--- src/rtl/rv32_pkg.sv ---
// Shared RV32 encodings for the memory stage: opcodes, funct3 widths,
// exception codes, memory-access FSM states and op-decode helpers.
package rv32_pkg;

  localparam logic [6:0] OP_LOAD  = 7'b0000011;
  localparam logic [6:0] OP_STORE = 7'b0100011;

  localparam logic [2:0] F3_B  = 3'b000;
  localparam logic [2:0] F3_H  = 3'b001;
  localparam logic [2:0] F3_W  = 3'b010;
  localparam logic [2:0] F3_BU = 3'b100;
  localparam logic [2:0] F3_HU = 3'b101;

  localparam logic [1:0] EXC_NONE    = 2'd0;
  localparam logic [1:0] EXC_LD_MIS  = 2'd1;
  localparam logic [1:0] EXC_ST_MIS  = 2'd2;
  localparam logic [1:0] EXC_TIMEOUT = 2'd3;

  typedef enum logic [1:0] {
    ST_IDLE = 2'd0,
    ST_REQ  = 2'd1,
    ST_RSP  = 2'd2,
    ST_DONE = 2'd3
  } mem_state_t;

  function automatic logic is_load(input logic [31:0] instr);
    logic [2:0] f3;
    f3 = instr[14:12];
    return (instr[6:0] == OP_LOAD) &&
           (f3 == F3_B || f3 == F3_H || f3 == F3_W || f3 == F3_BU || f3 == F3_HU);
  endfunction

  function automatic logic is_store(input logic [31:0] instr);
    logic [2:0] f3;
    f3 = instr[14:12];
    return (instr[6:0] == OP_STORE) && (f3 == F3_B || f3 == F3_H || f3 == F3_W);
  endfunction

  // Halfwords need addr[0]==0, words need addr[1:0]==0; bytes are always aligned.
  function automatic logic is_misaligned(input logic [2:0] f3, input logic [1:0] addr_lo);
    logic mis;
    mis = 1'b0;
    case (f3)
      F3_H, F3_HU: mis = addr_lo[0];
      F3_W:        mis = (addr_lo != 2'b00);
      default:     mis = 1'b0;
    endcase
    return mis;
  endfunction

endpackage

--- src/rtl/lsu_load_format.sv ---
// Load data formatter: picks the addressed byte/halfword out of the
// returned word and sign- or zero-extends it according to funct3.
module lsu_load_format
  import rv32_pkg::*;
(
  input  logic [31:0] rdata,
  input  logic [1:0]  addr_lo,
  input  logic [2:0]  funct3,
  output logic [31:0] result
);

  logic [7:0]  byte_sel;
  logic [15:0] half_sel;

  // Lane selection and extension.
  always_comb begin
    byte_sel = 8'h00;
    case (addr_lo)
      2'd0: byte_sel = rdata[7:0];
      2'd1: byte_sel = rdata[15:8];
      2'd2: byte_sel = rdata[23:16];
      2'd3: byte_sel = rdata[31:24];
      default: byte_sel = 8'h00;
    endcase
    half_sel = addr_lo[1] ? rdata[31:16] : rdata[15:0];
    case (funct3)
      F3_B:    result = {{24{byte_sel[7]}}, byte_sel};
      F3_BU:   result = {24'h000000, byte_sel};
      F3_H:    result = {{16{half_sel[15]}}, half_sel};
      F3_HU:   result = {16'h0000, half_sel};
      default: result = rdata;
    endcase
  end

endmodule

--- src/rtl/mem_access_ctl.sv ---
// Memory-stage control for the RV32 pipeline: issues data-memory requests
// for aligned loads/stores, stalls earlier stages while one is in flight,
// and fills the memory/writeback pipeline register.
//
// state | meaning
// IDLE  | no transaction; an aligned memop in execute is captured here
// REQ   | request presented, waiting for dmem_req_ready
// RSP   | load accepted, waiting for dmem_rsp_valid
// DONE  | transaction finished (or timed out); stall released for one cycle
module mem_access_ctl
  import rv32_pkg::*;
#(
  parameter int TIMEOUT_CYCLES = 255
) (
  input  logic        clk,
  input  logic        rst_n,
  input  logic        valid_exe,
  input  logic [31:0] instr_exe,
  input  logic [31:0] pc_exe,
  input  logic [31:0] alu_result,
  input  logic [31:0] store_data,
  output logic        dmem_req_valid,
  input  logic        dmem_req_ready,
  output logic [31:0] dmem_req_addr,
  output logic        dmem_req_we,
  output logic [3:0]  dmem_req_be,
  output logic [31:0] dmem_req_wdata,
  input  logic        dmem_rsp_valid,
  input  logic [31:0] dmem_rsp_rdata,
  output logic        stall_mem,
  output logic        valid_mem,
  output logic [31:0] instr_mem,
  output logic [31:0] pc_mem,
  output logic [31:0] result_mem,
  output logic [1:0]  exc_mem
);

  localparam int CW = $clog2(TIMEOUT_CYCLES + 1);

  mem_state_t  state, state_nxt;
  logic [CW-1:0] cnt;
  logic [31:0] addr_q, wdata_q, load_buf, fmt_data, wdata_fmt;
  logic [3:0]  be_q, be_fmt;
  logic [2:0]  f3_q;
  logic [1:0]  lo_q;
  logic        we_q, timeout_q;
  logic        capture, rsp_take, to_hit, timeout_now;

  logic [2:0] f3_exe;
  logic       ld_exe, st_exe, mis_exe, go_exe;

  assign f3_exe  = instr_exe[14:12];
  assign ld_exe  = is_load(instr_exe);
  assign st_exe  = is_store(instr_exe);
  assign mis_exe = (ld_exe | st_exe) & is_misaligned(f3_exe, alu_result[1:0]);
  assign go_exe  = valid_exe & (ld_exe | st_exe) & ~mis_exe;

  // Held low during reset so earlier stages are released immediately.
  assign stall_mem = rst_n & go_exe & (state != ST_DONE);

  assign timeout_now    = (cnt == CW'(TIMEOUT_CYCLES - 1));
  assign dmem_req_addr  = addr_q;
  assign dmem_req_we    = we_q;
  assign dmem_req_be    = be_q;
  assign dmem_req_wdata = wdata_q;

  lsu_load_format u_fmt (
    .rdata   (dmem_rsp_rdata),
    .addr_lo (lo_q),
    .funct3  (f3_q),
    .result  (fmt_data)
  );

  // Store lane placement from the execute-stage address.
  always_comb begin
    be_fmt    = 4'b1111;
    wdata_fmt = store_data;
    case (f3_exe)
      F3_B: begin
        be_fmt    = 4'b0001 << alu_result[1:0];
        wdata_fmt = {4{store_data[7:0]}};
      end
      F3_H: begin
        be_fmt    = 4'b0011 << {alu_result[1], 1'b0};
        wdata_fmt = {2{store_data[15:0]}};
      end
      default: begin
        be_fmt    = 4'b1111;
        wdata_fmt = store_data;
      end
    endcase
  end

  // Next-state and request control; a store handshake beats the timeout,
  // a load handshake on the last allowed cycle does not.
  always_comb begin
    state_nxt      = state;
    dmem_req_valid = 1'b0;
    capture        = 1'b0;
    rsp_take       = 1'b0;
    to_hit         = 1'b0;
    case (state)
      ST_IDLE: begin
        if (go_exe) begin
          capture   = 1'b1;
          state_nxt = ST_REQ;
        end
      end
      ST_REQ: begin
        dmem_req_valid = 1'b1;
        if (dmem_req_ready && we_q) begin
          state_nxt = ST_DONE;
        end else if (timeout_now) begin
          to_hit    = 1'b1;
          state_nxt = ST_DONE;
        end else if (dmem_req_ready) begin
          state_nxt = ST_RSP;
        end
      end
      ST_RSP: begin
        if (dmem_rsp_valid) begin
          rsp_take  = 1'b1;
          state_nxt = ST_DONE;
        end else if (timeout_now) begin
          to_hit    = 1'b1;
          state_nxt = ST_DONE;
        end
      end
      ST_DONE: state_nxt = ST_IDLE;
      default: state_nxt = ST_IDLE;
    endcase
  end

  // FSM state register.
  always_ff @(posedge clk or negedge rst_n) begin
    if (!rst_n) state <= ST_IDLE;
    else        state <= state_nxt;
  end

  // Transaction capture, timeout counter and load buffer.
  always_ff @(posedge clk or negedge rst_n) begin
    if (!rst_n) begin
      addr_q    <= '0;
      we_q      <= 1'b0;
      be_q      <= '0;
      wdata_q   <= '0;
      f3_q      <= '0;
      lo_q      <= '0;
      cnt       <= '0;
      timeout_q <= 1'b0;
      load_buf  <= '0;
    end else begin
      if (capture) begin
        addr_q    <= {alu_result[31:2], 2'b00};
        lo_q      <= alu_result[1:0];
        we_q      <= st_exe;
        be_q      <= be_fmt;
        wdata_q   <= wdata_fmt;
        f3_q      <= f3_exe;
        cnt       <= '0;
        timeout_q <= 1'b0;
      end else if (state == ST_REQ || state == ST_RSP) begin
        cnt <= cnt + CW'(1);
      end
      if (to_hit)   timeout_q <= 1'b1;
      if (rsp_take) load_buf  <= fmt_data;
    end
  end

  // Memory/writeback pipeline register; bubbles while stalled.
  always_ff @(posedge clk or negedge rst_n) begin
    if (!rst_n) begin
      valid_mem  <= 1'b0;
      instr_mem  <= '0;
      pc_mem     <= '0;
      result_mem <= '0;
      exc_mem    <= EXC_NONE;
    end else if (valid_exe && !stall_mem) begin
      valid_mem <= 1'b1;
      instr_mem <= instr_exe;
      pc_mem    <= pc_exe;
      if (mis_exe) begin
        result_mem <= '0;
        exc_mem    <= ld_exe ? EXC_LD_MIS : EXC_ST_MIS;
      end else if (go_exe && timeout_q) begin
        result_mem <= '0;
        exc_mem    <= EXC_TIMEOUT;
      end else begin
        result_mem <= (go_exe && !we_q) ? load_buf : alu_result;
        exc_mem    <= EXC_NONE;
      end
    end else begin
      valid_mem <= 1'b0;
    end
  end

endmodule

--- config.mk ---
export PLATFORM = sky130hd
export DESIGN_NAME = mem_access_ctl
export DESIGN_NICKNAME = d
export VERILOG_FILES = /design/src/rtl/rv32_pkg.sv /design/src/rtl/lsu_load_format.sv /design/src/rtl/mem_access_ctl.sv
export SDC_FILE = /design/constraint.sdc
export NUM_CORES = 1
export LEC_CHECK = 0
export ABC_AREA = 1
export CORE_MARGIN = 2
export CORE_UTILIZATION = 47
export DETAILED_ROUTE_END_ITERATION = 6
export PLACE_DENSITY = 0.82
export SLEW_MARGIN = 40
export SYNTH_ARGS = -nofsm -noshare
export SYNTH_HDL_FRONTEND = slang
export SYNTH_HIERARCHICAL = 1
export SYNTH_SLANG_ARGS = --single-unit
--- constraint.sdc ---
create_clock -name clk -period 1.9 [get_ports clk]
set_input_delay 0.19 -clock clk [delete_from_list [all_inputs] [get_ports clk]]
set_output_delay 0.19 -clock clk [all_outputs]
set_load 0.02 [all_outputs]
==> metrics <==
status complete, no violations; routed vias/inst slightly above 5; Pins Over Slew Limit 0; Horiz. Die Dim approximately 150 um; top routing layer in use met4; CTS Sinks ~210; synthesized cell area between 10,000 and 15,000 um2; MaxCap Viol Count 0; DRC 0; Pwr Density roughly 950 nW/um2; layout cells sized above 1 between 10% and 20%; min Tclk post-route 1.82 ns; WS Path Type register to output pin; final instance area 14,900 um2; Core ar. 21,200 um2; worst path cell trace ha_1 > nor2_1 > nand3_2 > inv_1 > buf_2; setup_tns 0 ns; Slew HR 63.3%; Crit path buffers/inverters 2; CTS tree built; Tightest Pin Transition 0.550 ns; Antenna Violating Nets Remaining 0; Clk Tree Root Cell clkbuf_16; sequential-to-total area share from yosys stat roughly 53%; initial antenna violation count 0; pin count of the biggest net entering global routing 154; worst r2r dst pc_mem[26]; metal2 WL 15.4 mm; Setup crit end stall_mem; distinct cell type count after synthesis 40; HPWL Detailed 22.9 mm; period utilisation layout between 90% and 100%; critical path's top delay family flip-flops; Worst EP arrival approximately 1.6 ns; R2R cell count 9; met3 WL around 2.7 mm; vias in the first global route 9,151; WL per Instance approximately 17 um; Overall Power approximately 14 mW; utilization after layout 70.3%; CP max-delay cell dfrtp_1; DRT Wirelength around 32 mm; num ports approximately 340; Max Fclk roughly 550 MHz; FP Rows between 50 and 60; Ys Warns 6; clock-pin slew on the worst setup and hold paths ~0.06 ns; Post-Synthesis Cells roughly 1,200; clk_lat worst skew ~0.52 ns; detailed-route via count approximately 9,600; gpl congestion around 0.9; Clock Path Buffers 3; RSZ-0062 raised after global routing no; die height 151 um; Num CTS Buffers 23; H-tree depth 1; Setup crit start kind register; drt initial violations around 580; M1 wire length between 10 and 15 mm; leakage just over 7 nW; fin nets between 1,500 and 2,000; Final setup violation count 0; crit end category output pin; Worst R2R Start state[0]; worst stage delay on the critical path about 0.42 ns; final hold violation count 0; full die area ~23,000 um2; CP required 1.71 ns; post-CTS setup buffers 0; area grow syn2layout 46.1%; Port-buffer cells ~330; first-pass GRT wire length 49.1 mm; Crit. Startpoint state[0]; Min-Delay Path Class input pin to register; worst-path maximum fanout 5; Avg Cell Area, Syn 8.31 um2; #FFs+latches synth 214; gr usage total roughly 27%; FF-to-FF setup slack 0.18 ns; Peak VDD IR slightly above 0.7 mV; Post-DP Area ~14,000 um2; skew final 0.0219 ns; initial core utilization between 40% and 50%; WP depth 5; drt pass-1 iters 5; gr ovfl total 0
-- per-layer routing --
layer | vias up | GRT usage (%)
met5 | - | 0
met4 | 0 | 8.46
met3 | 54 | 5.75
met2 | 412 | 45.0
met1 | 4515 | 36.2
li1 | 4637 | -
-- kinds of logic after synthesis --
| logic type | synth area share, % |
|---|---|
| AOI/OAI and AO/OA | 6.20 |
| xor gates and xnor gates | 0.172 |
| adders and majority gates | 0.860 |
| buffers and inverters | 6.23 |
| DFF | 52.6 |
| muxes | 3.54 |
| other | 0.0368 |
| and+or+nand+nor | 30.4 |
-- synth_stat cells (all sizes together) --
cell    count  share of area (%)
a21oi      30                1.5
xor2        1              0.086
nand2     549                 21
o211ai      1              0.074
mux2       32                3.5
inv        53                2.0
clkinv      2              0.074
or2         3               0.21
nand3      80                4.7
o21bai      2               0.15
nor3        3               0.15
ha          7               0.86
conb        1              0.037
nor2       49                2.3
buf        53                3.5
clkbuf     18               0.66
nand4      36                2.3
o22ai       9               0.55
a311oi      2               0.17
dfrtp     214                 53
xnor2       1              0.086
o21ai      77                3.8
nand3b      3               0.22
-- tightest hold or removal path, cell delays in order --
cell and delay [ns]:
clkdlybuf4s50_1 0.39, nand2_1 0.06, nand2_1 0.05
-- cells in the final DEF, fill, tap and decap left out, types with 2 or more instances in the layout --
master / synthesis / layout
nand2_2: 5 / 4
nand3b_1: 3 / 3
dfrtp_1: 214 / 214
o21bai_1: 2 / 2
nor2_2: 2 / 3
nor3_1: 3 / 3
nor2_8: 2 / 2
nand2_4: 2 / 3
clkbuf_16: 0 / 23
nand4_1: 35 / 35
bufinv_16: 0 / 3
clkinv_2: 0 / 4
inv_6: 1 / 2
a311oi_1: 2 / 2
conb_1: 1 / 2
clkinv_1: 2 / 2
o21ai_0: 68 / 68
clkbuf_1: 18 / 3
nor2_1: 43 / 42
inv_2: 6 / 6
buf_12: 1 / 16
ha_1: 7 / 7
nand2_1: 542 / 542
nand3_2: 8 / 8
o22ai_1: 9 / 9
a21oi_1: 30 / 30
nand3_4: 3 / 3
o21ai_1: 9 / 9
mux2_2: 32 / 32
inv_1: 46 / 46
clkdlybuf4s50_1: 0 / 329
buf_4: 16 / 38
nor2_4: 2 / 2
nand3_1: 69 / 69
clkbuf_8: 0 / 5
-- per-stage QoR --
step	hold WS (ns)	cells	setup slack, ns
after floorplan	-0.106	1227	0.271
after global placement	0.393	1818	-0.270
after detailed placement	0.402	1818	-0.272
after CTS	0.206	1860	0.0353
after global routing	0.208	1861	0.00752
final	0.214	1862	0.0775
-- power by group --
part / switching [mW] / internal [mW] / total, mW
sequential: 0.471 / 5.32 / 5.79
combinational: 1.87 / 1.74 / 3.62
clock: 1.83 / 2.83 / 4.66
-- timing repair --
item,in CTS,in global routing
endpoints found under the setup margin,2,2
resized for setup,5,3
hold endpoints to repair,214,0
hold buffers,1,0
-- cell type report --
| class | count | area (um2) |
|---|---|---|
| fill | 1596 | 6270 |
| multi-input combinational | 887 | 4210 |
| antenna | 1 | 2.50 |
| clock inverter | 10 | 135 |
| sequential | 214 | 5360 |
| tap | 275 | 344 |
| clock buffer | 31 | 656 |
| inverter | 55 | 211 |
| timing repair buffer | 389 | 3970 |
-- flip-flops by register name (all words and copies together) (netlist names) --
register and count:
cnt 8, dmem_req_addr 30, dmem_req_be 4, dmem_req_wdata 32
dmem_req_we 1, exc_mem 2, f3_q 3, instr_mem 32
lo_q 2, load_buf 32, pc_mem 32, result_mem 32
state 2, timeout_q 1, valid_mem 1
-- how the worst min path moves through the flow --
stage,start,endpoint,cells after the start
global route,instr_exe[23],instr_mem[23],3
CTS,pc_exe[5],pc_mem[5],3
floorplan,rst_n,cnt[0],0
global placement,rst_n,dmem_req_we,2
detailed placement,rst_n,dmem_req_we,2
finish,pc_exe[24],pc_mem[24],3
Power figures use the tool's default switching activity.
